**src/rtl/ttl_74259_sync_pkg.sv**
```systemverilog
// ttl_pkg: shared latch-mode encoding and mode selection for addressable-latch style parts.
// Mode selection follows the 74x259 truth table, with clear/write qualified externally.
package ttl_pkg;

    typedef enum logic [1:0] {
        LM_MEMORY,
        LM_LATCH,
        LM_DEMUX,
        LM_CLEAR
    } latch_mode_t;

    function automatic latch_mode_t mode_of(input logic clr_n, input logic wr);
        return clr_n ? (wr ? LM_LATCH : LM_MEMORY) : (wr ? LM_DEMUX : LM_CLEAR);
    endfunction

endpackage

```
**src/rtl/ttl_74259_sync_dec.sv**
```systemverilog
// addr_onehot_dec: combinational address to one-hot decoder with range check.
// Addresses at or above WIDTH_OUT decode to all zeros.
module addr_onehot_dec #(
    parameter int WIDTH_OUT = 8,
    parameter int WIDTH_IN  = $clog2(WIDTH_OUT)
) (
    input  logic [WIDTH_IN-1:0]  i_a,
    output logic [WIDTH_OUT-1:0] o_onehot
);

    logic w_hit;

    assign w_hit = 32'(i_a) < WIDTH_OUT;

    for (genvar i = 0; i < WIDTH_OUT; i++) begin : g_bit
        assign o_onehot[i] = w_hit && (32'(i_a) == i);
    end

endmodule

```
**src/rtl/ttl_74259_sync.sv**
```systemverilog
// ttl_74259_sync: clocked 74LS259 addressable latch, WIDTH_OUT bits wide,
// with optional strobe-edge writes and a per-bit change pulse aligned with Q.
module ttl_74259_sync
    import ttl_pkg::*;
#(
    parameter int                   WIDTH_OUT = 8,
    parameter int                   WIDTH_IN  = $clog2(WIDTH_OUT),
    parameter bit                   EDGE_MODE = 1'b0,
    parameter logic [WIDTH_OUT-1:0] RESET_VAL = '0
) (
    input  logic                 clk,
    input  logic                 reset_n,
    input  logic                 ce,
    input  logic                 CLR_n,
    input  logic                 G_n,
    input  logic                 D,
    input  logic [WIDTH_IN-1:0]  A,
    output logic [WIDTH_OUT-1:0] Q,
    output logic [WIDTH_OUT-1:0] Changed
);

    logic                 r_g_n_q;
    logic                 w_wr;
    latch_mode_t          w_mode;
    logic [WIDTH_OUT-1:0] w_onehot;
    logic [WIDTH_OUT-1:0] w_data;
    logic [WIDTH_OUT-1:0] w_q_next;

    addr_onehot_dec #(
        .WIDTH_OUT(WIDTH_OUT),
        .WIDTH_IN (WIDTH_IN)
    ) u_dec (
        .i_a     (A),
        .o_onehot(w_onehot)
    );

    // In edge mode r_g_n_q resets high, so a strobe already low at release counts as an edge.
    assign w_wr     = ce & ~G_n & (EDGE_MODE ? r_g_n_q : 1'b1);
    assign w_mode   = mode_of(CLR_n, w_wr);
    assign w_data   = w_onehot & {WIDTH_OUT{D}};
    assign w_q_next = (w_mode == LM_LATCH) ? (Q & ~w_onehot) | w_data :
                      (w_mode == LM_DEMUX) ? w_data :
                      (w_mode == LM_CLEAR) ? '0 : Q;

    always_ff @(posedge clk or negedge reset_n) begin
        if (!reset_n) begin
            Q       <= RESET_VAL;
            Changed <= '0;
            r_g_n_q <= 1'b1;
        end else if (ce) begin
            Q       <= w_q_next;
            Changed <= w_q_next ^ Q;
            r_g_n_q <= G_n;
        end
    end

endmodule

```
**config.mk**
```make
export PLATFORM = sky130hd
export DESIGN_NAME = ttl_74259_sync
export DESIGN_NICKNAME = d
export VERILOG_FILES = /design/src/rtl/ttl_74259_sync_pkg.sv /design/src/rtl/ttl_74259_sync_dec.sv /design/src/rtl/ttl_74259_sync.sv
export SDC_FILE = /design/constraint.sdc
export NUM_CORES = 1
export LEC_CHECK = 0
export BUFFER_PORTS_ARGS = -buffer_cell sky130_fd_sc_hd__buf_4
export CAP_MARGIN = 5
export CELL_PAD_IN_SITES_DETAIL_PLACEMENT = 0
export CELL_PAD_IN_SITES_GLOBAL_PLACEMENT = 2
export CORE_ASPECT_RATIO = 1.5
export CORE_UTILIZATION = 33
export DETAILED_ROUTE_END_ITERATION = 10
export GPL_ROUTABILITY_DRIVEN = 0
export PLACE_DENSITY_LB_ADDON = 0.1
export SKIP_CTS_REPAIR_TIMING = 1
export SYNTH_ARGS = -nofsm -noshare
export SYNTH_HDL_FRONTEND = slang
export SYNTH_SLANG_ARGS = --single-unit
```
**constraint.sdc**
```tcl
create_clock -name clk -period 2.7 [get_ports clk]
set_input_delay 0 -clock clk [delete_from_list [all_inputs] [get_ports clk]]
set_output_delay 0 -clock clk [all_outputs]
set_load 0.005 [all_outputs]
```
==> results.md <==
- Post-synthesis mux area share: 0
- Pre-CTS WS: approximately 1400 ps
- WP data required: between 2000 and 3000 ps
- Fmax: 913 MHz
- Core Area: 0.00288 sq mm
- Critical R2R Capture: Changed[7]
- Slowest-stage cell, CP: dfrtp_1
- Max_slew headroom: 0.769
- Clock Pin Slew Worst Setup and Hold Paths: ~70 ps
- Power per cell area: 562 mW/mm^2
- DR WL/cell: 16.0 um
- Worst slew pin tran: 342 ps
- Crit-path max FO: 5
- Final nets: 135
- R2r startpoint: Q[7]
- Antenna viol nets, final: 0
- Die extent in x: ~47 um
- Worst path max stage delay: 430 ps
- Placed Cells: between 150 and 200
- Synth Warn #: 0
- Critical Path End: Changed[7]
- Cell family with most CP delay: flip-flops
- Sequential area share after synthesis: 0.401
- IO Count: 25
- DIE HEIGHT: 69.4 um
- Remaining Overflow, GRT: 0
- Count leader, synth: dfrtp_1
- Hold path cells: 2
- Setup TNS: 0 ps
- R2R Setup Slk: 1600 ps
- Mean Syn Cell Area: 9.61 sq um
- CTS Root Cell: clkbuf_8
- Dominant cells by area after synthesis: dfrtp_1 (40%), xor2_1 (5.3%), a31oi_1 (3.8%)
- Largest net degree at the start of global routing: 28
- Clock skew: 4.28 ps
- DRC: 0
- Tightest Hold Check Type: in -> reg
- Initial drt markers: 13
- Layout cell share with drive strength beyond 1: 0.280
- Cell taking the most area after synthesis: dfrtp_1
- Fin cells: around 160
- Layout fillers: 313
- N_diodes: 0
- Crit-path cells: xnor2_1 > or3_1 > a31oi_1
- Xor-xnor portion of the synthesized cell area: 0.0701
- CTS tree: built
- Most frequent cells after synthesis: dfrtp_1 (16), nand2_1 (10), nor2_1 (8)
- Syn-to-layout area delta: 23.4%
- HPWL Detailed: 1.76 mm
- Num CTS Buffers: 3
- Row count: 24
- Seq. cell area: 400 sq um
- Initial Utilization: 0.347
- Vias: 861
- Final worst setup slack: 1600 ps
- Post-synthesis simple-gate area fraction: 0.260
- Final WL: ~2.6 mm
- Post-Syn Area: 1000 sq um
- Max-cap viol count: 0
- CP arrival: between 1000 and 1500 ps
- Overall routing resource usage: 0.181
- # clock sinks: 16
- Initial DRT Pass Iterations: 4
- PortBufs: 24
- Clk Latency, worst-skew pair: 260 ps
- Adder-Cell Fraction of Synth Area: 0
- CP Launch Type: register
- Ys flop type: dfrtp_1
- Post-Syn Instances: 104
- Status: completed
- CP Capture Type: register
- Syn_nets: 113
- Largest family of logic cells by synthesized area: simple AND/OR/NAND/NOR gates
- Cell variety after synth: 36
- Ys async rst share: 1.00
- Setup violators final: 0
- R2R depth: 3
- Peak supply drop: ~0.3 mV
- Fin crit share: 0.406
- Slew Viols, Final: 0
- H-tree Lvls: 1
- DR vias/cell: 5.25
- CP Class: reg -> reg
- Number of global-route vias before repair: just over 800
- Post-synth EDFFs: 0
- Area of the multi-input gates: roughly 530 sq um
- Synthesis-stage register bit count: 16
- RSZ-0062 raised after global routing: no
- WP buf/inv: 0
- Leakage: 0.561 nW
- Die area: 0.00326 sq mm
- Cell depth of the worst setup path: 3
- Share of the synthesized area in the top cell type: 0.401
- Global-route wire length before repair: 4.11 mm
- CTS max path bufs: 2
- Antenna violations before repair: 0
- Hold Vio Cnt, Final: 0
- Final Critical Period: 1100 ps
- Setup crit start: Q[7]
- Compound-Gate Fraction of Synth Area: 0.198
-- worst register-to-register path, delay by kind of cell (launching register included) --
kind / cells / cell delay (ps)
XOR/XNOR: 1 / 140
AO/OA/AOI/OAI: 1 / 150
AND/OR/NAND/NOR: 1 / 300
flip-flops: 1 / 430
-- power breakdown --
part	internal (mW)	switching (mW)	total [mW]
clock	0.130	0.0936	0.223
sequential	0.271	0.0320	0.303
combinational	0.0906	0.0766	0.167
total	0.491	0.202	0.693
-- layout make-up --
type	count	share of cell area
well taps	39	0.0396
repair buffers	25	0.154
clock buffers	4	0.0446
multi-input cells	77	0.428
inverters	3	0.00913
flip-flops and latches	16	0.325
-- flip-flops by register name, indices dropped and copies added, names as in the netlist --
signal and flops:
Changed 8, Q 8
-- cells by family after synthesis --
family / Yosys count
DFF: 16
buffers and inverters: 11
AOI/OAI and AO/OA: 26
and+or+nand+nor: 43
xor gates and xnor gates: 8
-- cells in the final DEF, fill, tap and decap left out --
| cell type | Yosys | layout |
|---|---|---|
| buf_4 | 3 | 24 |
| xnor2_1 | 2 | 2 |
| nor2_1 | 8 | 8 |
| a211o_1 | 2 | 2 |
| nor2b_1 | 2 | 2 |
| or3b_1 | 2 | 2 |
| nand3_1 | 5 | 5 |
| nand2_1 | 10 | 10 |
| or3b_4 | 1 | 1 |
| dlygate4sd3_1 | 0 | 1 |
| nand4_1 | 2 | 2 |
| o211ai_1 | 3 | 3 |
| a221o_1 | 2 | 2 |
| o211a_1 | 1 | 1 |
| clkbuf_8 | 0 | 4 |
| nor3_2 | 1 | 1 |
| a31oi_1 | 6 | 6 |
| and4bb_4 | 1 | 1 |
| o311ai_0 | 2 | 2 |
| o221ai_1 | 1 | 1 |
| a311o_1 | 1 | 1 |
| dfrtp_1 | 16 | 16 |
| inv_1 | 3 | 3 |
| nor3b_2 | 1 | 1 |
| o21ai_0 | 2 | 2 |
| nor4b_2 | 1 | 1 |
| or3_1 | 1 | 1 |
| nor3_1 | 4 | 4 |
| nand3b_2 | 1 | 1 |
| nand2b_1 | 1 | 1 |
| a21oi_1 | 3 | 3 |
| xor2_1 | 6 | 6 |
| and3b_2 | 1 | 1 |
| o311ai_1 | 1 | 1 |
| a32o_1 | 2 | 2 |
| and3_1 | 1 | 1 |
-- metrics by stage --
step	hold slack, ps	cell area [sq um]	utilization	total power, mW
finish	90.7	1230	0.428	0.693
global route	98.8	1230	0.428	0.732
CTS	-406	1220	0.424	0.700
detailed placement	-123	1170	0.405	0.475
global placement	-122	1170	0.405	0.471
floorplan	-296	1000	-	0.396
-- routing by layer --
metal / GRT usage / part of all wire / wire length, um
met2: 0.270 / 0.48 / 1260
met3: 0.0260 / 0.032 / 83
met4: 0.114 / 0.024 / 63
met5: 0 / 0 / 0
met1: 0.234 / 0.46 / 1220
-- worst min-delay path by stage --
| stage | slack [ps] | end | from |
|---|---|---|---|
| floorplan | -300 | Changed[0] | reset_n |
| global placement | -120 | Changed[3] | reset_n |
| detailed placement | -120 | Changed[3] | reset_n |
| CTS | -410 | Changed[3] | reset_n |
| global route | 100 | Q[6] | CLR_n |
| finish | 90 | Q[6] | CLR_n |
No activity file was read; power rests on OpenSTA's default activity.
